`config.mk`:
```
export PLATFORM = sky130hd
export DESIGN_NAME = ofs_fim_pcie_ats_tx_arb
export DESIGN_NICKNAME = d
export VERILOG_FILES = /design/src/rtl/ofs_fim_pcie_ats_tx_arb.sv
export SDC_FILE = /design/constraint.sdc
export NUM_CORES = 2
export LEC_CHECK = 0
export CORE_AREA = 2 2 582 584
export DETAILED_ROUTE_END_ITERATION = 8
export DIE_AREA = 0 0 584 586
export GPL_TIMING_DRIVEN = 0
export PLACE_DENSITY = 0.58
export SETUP_SLACK_MARGIN = 0.5
export SLEW_MARGIN = 20
export SYNTH_ARGS = -nofsm -noshare
export SYNTH_HDL_FRONTEND = slang
export SYNTH_SLANG_ARGS = --single-unit
```
`constraint.sdc`:
```
create_clock -name clk -period 83.7 [get_ports clk]
set_input_delay 12.555 -clock clk [delete_from_list [all_inputs] [get_ports clk]]
set_output_delay 12.555 -clock clk [all_outputs]
set_load 0.1 [all_outputs]
```
`src/rtl/ofs_fim_pcie_ats_tx_arb.sv`:
```
// Packet-atomic TX arbiter merging multi-beat AFU TLPs with single-beat ATS
// invalidation completion headers queued in an internal FIFO.
//
// Ports:
//   clk, rst_n          clock, synchronous active-low reset
//   afu_t*              AFU TX stream in (valid/ready, data/keep/user/last)
//   cpl_valid/ready/hdr completion header push into the FIFO
//   tx_t*               merged FIM-to-host TX stream out (1-cycle latency)
//   cpl_fifo_cnt        current FIFO occupancy
//   stat_cpl_cnt        completions issued       (OFS_FIM_ATS_TX_ARB_STATS_EN)
//   stat_fifo_hwm       FIFO high-water mark     (OFS_FIM_ATS_TX_ARB_STATS_EN)
module ofs_fim_pcie_ats_tx_arb #(
    parameter int TDATA_WIDTH    = 512,
    parameter int TUSER_WIDTH    = 10,
    parameter int CPL_FIFO_DEPTH = 8,
    parameter int CPL_BURST      = 1,
    localparam int AW            = $clog2(CPL_FIFO_DEPTH),
    localparam int CW            = AW + 1
) (
    input  logic                     clk,
    input  logic                     rst_n,
    input  logic                     afu_tvalid,
    output logic                     afu_tready,
    input  logic [TDATA_WIDTH-1:0]   afu_tdata,
    input  logic [TDATA_WIDTH/8-1:0] afu_tkeep,
    input  logic [TUSER_WIDTH-1:0]   afu_tuser,
    input  logic                     afu_tlast,
    input  logic                     cpl_valid,
    output logic                     cpl_ready,
    input  logic [255:0]             cpl_hdr,
    output logic                     tx_tvalid,
    input  logic                     tx_tready,
    output logic [TDATA_WIDTH-1:0]   tx_tdata,
    output logic [TDATA_WIDTH/8-1:0] tx_tkeep,
    output logic [TUSER_WIDTH-1:0]   tx_tuser,
    output logic                     tx_tlast,
    output logic [CW-1:0]            cpl_fifo_cnt,
    output logic [31:0]              stat_cpl_cnt,
    output logic [CW-1:0]            stat_fifo_hwm
);

    localparam int RW = $clog2(CPL_BURST + 1);

    typedef enum logic {
        PRIO_AFU = 1'b0,
        PRIO_CPL = 1'b1
    } prio_t;

    logic [255:0]  mem [CPL_FIFO_DEPTH];
    logic [AW-1:0] wr_ptr;
    logic [AW-1:0] rd_ptr;
    logic [CW-1:0] cnt;
    logic [CW-1:0] cnt_next;

    logic          in_pkt;
    prio_t         prio;
    logic [RW-1:0] cpl_run;
    logic [RW-1:0] run_inc;

    logic          adv;
    logic          push;
    logic          sel_cpl;
    logic          afu_fire;

    // Ready depends on registered occupancy only: a same-cycle pop
    // never opens a full FIFO.
    assign cpl_ready    = cnt < CW'(CPL_FIFO_DEPTH);
    assign cpl_fifo_cnt = cnt;
    assign push         = cpl_valid && cpl_ready;

    assign adv     = !tx_tvalid || tx_tready;
    assign sel_cpl = adv && !in_pkt && (cnt != '0)
                   && (prio == PRIO_CPL || !afu_tvalid);

    // Mid-packet the AFU owns the output; otherwise it must win arbitration.
    assign afu_tready = adv && (in_pkt || (!sel_cpl && afu_tvalid));
    assign afu_fire   = afu_tvalid && afu_tready;

    assign run_inc = cpl_run + RW'(1);

    always_comb begin
        cnt_next = cnt;
        if (push && !sel_cpl) begin
            cnt_next = cnt + CW'(1);
        end else if (sel_cpl && !push) begin
            cnt_next = cnt - CW'(1);
        end
    end

    always_ff @(posedge clk) begin
        if (push) begin
            mem[wr_ptr] <= cpl_hdr;
        end
    end

    always_ff @(posedge clk) begin
        if (!rst_n) begin
            tx_tvalid <= 1'b0;
            wr_ptr    <= '0;
            rd_ptr    <= '0;
            cnt       <= '0;
            in_pkt    <= 1'b0;
            prio      <= PRIO_CPL;
            cpl_run   <= '0;
        end else begin
            cnt <= cnt_next;
            if (push) begin
                wr_ptr <= wr_ptr + AW'(1);
            end
            if (sel_cpl) begin
                rd_ptr <= rd_ptr + AW'(1);
            end
            if (adv) begin
                tx_tvalid <= sel_cpl || afu_fire;
            end
            // Hand the turn to the AFU once the burst is used up or
            // the queue has drained.
            if (sel_cpl) begin
                if (run_inc == RW'(CPL_BURST) || cnt_next == '0) begin
                    prio    <= PRIO_AFU;
                    cpl_run <= '0;
                end else begin
                    cpl_run <= run_inc;
                end
            end
            if (afu_fire) begin
                in_pkt <= !afu_tlast;
                if (afu_tlast) begin
                    prio <= PRIO_CPL;
                end
            end
        end
    end

    // Payload is don't-care while tx_tvalid is low, so no reset needed.
    always_ff @(posedge clk) begin
        if (adv) begin
            if (sel_cpl) begin
                tx_tdata <= TDATA_WIDTH'(mem[rd_ptr]);
                tx_tkeep <= (TDATA_WIDTH/8)'(32'hFFFF_FFFF);
                tx_tuser <= '0;
                tx_tlast <= 1'b1;
            end else begin
                tx_tdata <= afu_tdata;
                tx_tkeep <= afu_tkeep;
                tx_tuser <= afu_tuser;
                tx_tlast <= afu_tlast;
            end
        end
    end

`ifdef OFS_FIM_ATS_TX_ARB_STATS_EN
    logic [31:0]   cpl_cnt_q;
    logic [CW-1:0] hwm_q;

    always_ff @(posedge clk) begin
        if (!rst_n) begin
            cpl_cnt_q <= '0;
            hwm_q     <= '0;
        end else begin
            if (sel_cpl) begin
                cpl_cnt_q <= cpl_cnt_q + 32'd1;
            end
            if (cnt_next > hwm_q) begin
                hwm_q <= cnt_next;
            end
        end
    end

    assign stat_cpl_cnt  = cpl_cnt_q;
    assign stat_fifo_hwm = hwm_q;
`else
    assign stat_cpl_cnt  = '0;
    assign stat_fifo_hwm = '0;
`endif

endmodule

```
; Word level (Yosys, flattened, before mapping)
; Memories as Yosys holds them, arrays and structs flattened. A register that Yosys moved wholly into a read port is not among the register bits.
; Index checks and enable logic that the tools add are counted.
; Widths: inputs -> output; s select.
[word_totals]
ff_bits = 601
ramBits = 2048
inputBits = 848
output_inout_bits = 630
word_cells = 53
n_memories = 1
[mem_list]
columns = memory, depth, word_bits, read_ports, rd_ports_with_merged_regs, write_ports, line
row1 = mem, 8, 256, 1, 1, 1, 49  ; logic [255:0] mem [CPL_FIFO_DEPTH];
[classes]
addsub = 5
order_cmp = 1
muxes = 12
n_reduce_logical = 22
[op_table]
columns = op, count
row1 = $mux 256, 1
row2 = $logic_and 1x1->1, 9
row3 = $mux 4, 2
row4 = $mux 1, 7
row5 = $add 3x1->3 const B, 2
row6 = $logic_not 1->1, 6
row7 = $mux 3, 2
row8 = $logic_or 1x1->1, 5
row9 = $add 4x1->4 const B, 1
row10 = $logic_not 4->1, 1
row11 = $lt 4x4->1 const B, 1
row12 = $reduce_bool 4->1, 1
row13 = $sub 4x1->4 const B, 1
row14 = $add 1x1->1 const B, 1

; Longest topological paths before layout
[logic_depth]
word_depth = 14
ltp_mapped = 11
mapped_depth_nobuf = 7

; Worst setup path after synthesis
; No wires, ideal clock.
[synth_path]
path_type = input port to flip-flop
startpoint = input port cpl_valid
endpoint = memory mem[0][0] (enable)
setup_ns = 1.498
t_arrival_ns = 36.719
required_time_ns = 82.202
setup_slack_ns = 45.483
path_stages = 2
n_path_buf = 0
cell_sequence = nand2b_1 > nor4_1
[synth_between]
elab_chain_cells = 3
[synth_rtl]
columns = item, line
row1 = "start, declared", 28  ; input logic cpl_valid,
row2 = $logic_and 1x1->1, 69  ; assign push = cpl_valid && cpl_ready;
row3 = $mux 1, 91  ; if (push) begin
row4 = $mux 1 (implied by the code), 92  ; mem[wr_ptr] <= cpl_hdr;
row5 = "end, declared", 49
; No other way between the ends.

; Final worst setup path
[layout_path]
startpoint = input port tx_tready
endpoint = output port afu_tready
[layout_between]
elab_chain_cells = 8
[layout_rtl]
columns = item, line
row1 = "start, declared", 32  ; input logic tx_tready,
row2 = $logic_or 1x1->1 *, 71  ; assign adv = !tx_tvalid || tx_tready;
row3 = $logic_and 1x1->1 (2 in series), 72  ; assign sel_cpl = adv && !in_pkt && (cnt != '0)
row4 = $logic_and 1x1->1, 73  ; && (prio == PRIO_CPL || !afu_tvalid);
row5 = $logic_not 1->1, 76  ; assign afu_tready = adv && (in_pkt || (!sel_cpl && afu_tvalid));
row6 = $logic_and 1x1->1, 76
row7 = $logic_or 1x1->1, 76
row8 = $logic_and 1x1->1 *, 76
row9 = "end, declared", 23  ; output logic afu_tready,
; Mark *: on every way between the ends. The rest lies on a longest branch, timed or not.

==> metrics.txt <==
CTS resizes 0; layout cells sized above 1 21.5%; skew final 50.7 ps; Die Area 342000 sq um; status complete, no violations; # fillers 30300; IO Pins 1478; RD Place Congestion 0.920; Reg power frac 33.7%; Final setup viols 0; switching pwr 0.00239 W; Commonest cells post-synth edfxtp_1, mux4_2, and2_1; # Max-Cap Violations 0; first-pass GRT wire length 503000 um; setup_tns 0 ps; total global routing overflow 0; Least-Margin Pin Slew 1240 ps; Final nets 7554; ranking of synthesized cells by area edfxtp_1, mux4_2, mux2i_1; Logic pwr share 42.0%; RSZ-0062 raised after global routing no; WL per Instance 33.6 um; # Post-CTS Setup Buffers 0; Ys Warns 0; Layout area overhead 33.2%; most numerous cell in the Yosys netlist edfxtp_1; max-slew violation count 0; chip height 586 um; clock power share 24.2%; worst rel slew slack 17.4%; ys async rst share 0%; HP Class reg -> reg; Num CTS Buffers 295; Buffers on Ports 1441; Post-synth EDFFs 2635; # clock sinks 2652; Vias 54700; Power per Cell Area 40.6 nW/um^2; Post-Layout Cell Count 11500; top cell type's share of synthesized area 79.3%; Clock transition at path regs 60 ps; worst ir drop on vdd 0.0000360 V; # DRC 0; CTS H-tree depth 5; most common flop cell mapped by yosys edfxtp_1; Worst EP required 71140 ps; switch share 44.3%; mapped cell area 99700 sq um; Core Area 336000 sq um; Pint 0.00300 W; # rows 213; CTS root buffer clkbuf_16; Mapped Cells 4629; CP Max Fanout 10; CP Class in -> out; detailed-router iteration count before antenna repair 8; f_max 0.0339 GHz; CTS tree done; vias per cell 4.74; DR iter-0 viols 4590; area leader, netlist edfxtp_1; Clock Latency Late Sink 910 ps; Startpoint Class input port; GRT Util Overall 22.0%; post-synthesis sequential area ratio 79.7%; # hold bufs at CTS 0; synth unique cells 42; Final HPWL DP 301000 um; Tcrit/Tclk final 35.2%; Final Hold Fails 0; post-route minimum period 29500 ps; mean post-synth cell area 21.5 sq um; Detail Route Antenna Nets 0; Die Wd 584 um; Placed Cells incl. Taps 10800; Crit path arrival time 16940 ps; Critical Path Sink Type output port; largest net degree at the start of global routing 95; Initial Util 29.7%; initial antenna violation count 189; number of global-route vias before repair 55700; CTS max path bufs 4; Total Wirelength 387000 um; number of synthesized register bits 2652; Leak 43.4 nW
==> logic make-up after synthesis <==
| family | count (synthesis) | synth area share (%) |
|---|---|---|
| other | 1 | 0.00376 |
| AO/OA/AOI/OAI | 276 | 1.46 |
| flip-flops | 2652 | 79.7 |
| buffers and inverters | 285 | 1.32 |
| adder cells (fa/ha/maj) | 4 | 0.0502 |
| XOR/XNOR | 8 | 0.0703 |
| multiplexers | 769 | 14.1 |
| AND/OR/NAND/NOR | 634 | 3.26 |
==> per-stage QoR <==
stage | instance area [sq um] | hold slack, ps | utilization, % | worst slack (ps) | total power [W]
floorplan | 99900 | 453 | - | 45480 | 0.00337
global placement | 120000 | 473 | 35.7 | 14240 | 0.00426
detailed placement | 123000 | 473 | 36.5 | 54090 | 0.00414
CTS | 132000 | 484 | 39.4 | 54090 | 0.00546
global route | 133000 | 501 | 39.5 | 54080 | 0.00555
finish | 133000 | 487 | 39.6 | 54200 | 0.00539
==> registers in the layout, indices dropped and copies added, names as in the netlist, named ones only <==
register and cells:
tx_tvalid 1, tx_tlast 1, cpl_fifo_cnt 4, in_pkt 1
prio 1, tx_tkeep 64, cpl_run 1, tx_tuser 10
rd_ptr 3, tx_tdata 512, mem 2048, wr_ptr 3
==> worst max-delay path, stage by stage <==
cell and delay, ps:
clkdlybuf4s50_1 780, nor2b_4 470, inv_8 120, o2111ai_4 290
buf_6 290, buf_2 430, buf_2 330, a21oi_1 100
nor2_1 310, clkdlybuf4s50_1 1220
==> power by group through the flow <==
stage | sequential, W | combinational [W] | clock, W
floorplan | 0.00290 | 0.000470 | 0
global placement | 0.00198 | 0.00228 | 0
detailed placement | 0.00184 | 0.00230 | 0
CTS | 0.00182 | 0.00230 | 0.00134
global route | 0.00183 | 0.00233 | 0.00139
finish | 0.00182 | 0.00227 | 0.00131
==> final timing paths <==
path	from	endpoint	slack, ps	depth (start not counted)
worst min register to register	cpl_run	cpl_run	490	1
worst max register to register	cpl_fifo_cnt[3]	mem[0][176]	78560	19
worst max-delay path	tx_tready	afu_tready	54200	10
worst min-delay path	cpl_run	cpl_run	490	1
==> placed cells by master, fill, tap and decap left out, types with 3 or more instances in the layout <==
master	Yosys	layout
edfxtp_1	2635	2635
clkdlybuf4s50_1	0	1329
mux4_2	512	512
and2_1	298	298
clkbuf_16	0	295
nand2_1	268	268
mux2i_1	257	257
o21ai_0	256	256
buf_2	82	238
diode_2	0	195
buf_4	36	188
clkbuf_1	117	159
clkinv_1	0	58
buf_6	1	47
clkinv_2	0	45
nand2b_1	37	37
buf_1	40	37
conb_1	1	36
buf_16	0	31
bufinv_16	0	29
buf_12	0	29
dfxtp_1	17	17
nor2_1	16	13
clkinvlp_4	0	13
clkinv_8	0	9
clkinv_16	0	9
clkbuf_2	1	8
inv_6	0	8
inv_1	7	7
a21oi_1	6	6
xnor2_1	6	6
clkbuf_8	0	6
clkinv_4	0	6
inv_16	0	5
nor3_2	0	4
ha_1	4	4
nor2_4	0	3
nor3_1	7	3
a31oi_1	3	3
==> layout make-up <==
class	instances	area (sq um)	share of cell area, %
buffer	277	1300	0.981
clock inverter	182	2050	1.54
antenna	195	488	0.367
multi-input combinational	1727	19100	14.4
sequential	2652	79500	59.8
timing repair buffer	1741	17200	12.9
tap	4407	5510	4.15
inverter	8	37.5	0.0283
clock buffer	351	7650	5.76
==> layer usage <==
layer / track usage, % / routed length, um
met5: 0 / 529
met4: 13.7 / 28300
met3: 4.91 / 24700
met2: 40.3 / 205000
met1: 22.8 / 129000
Note: power is estimated with default switching activity, not from simulation.
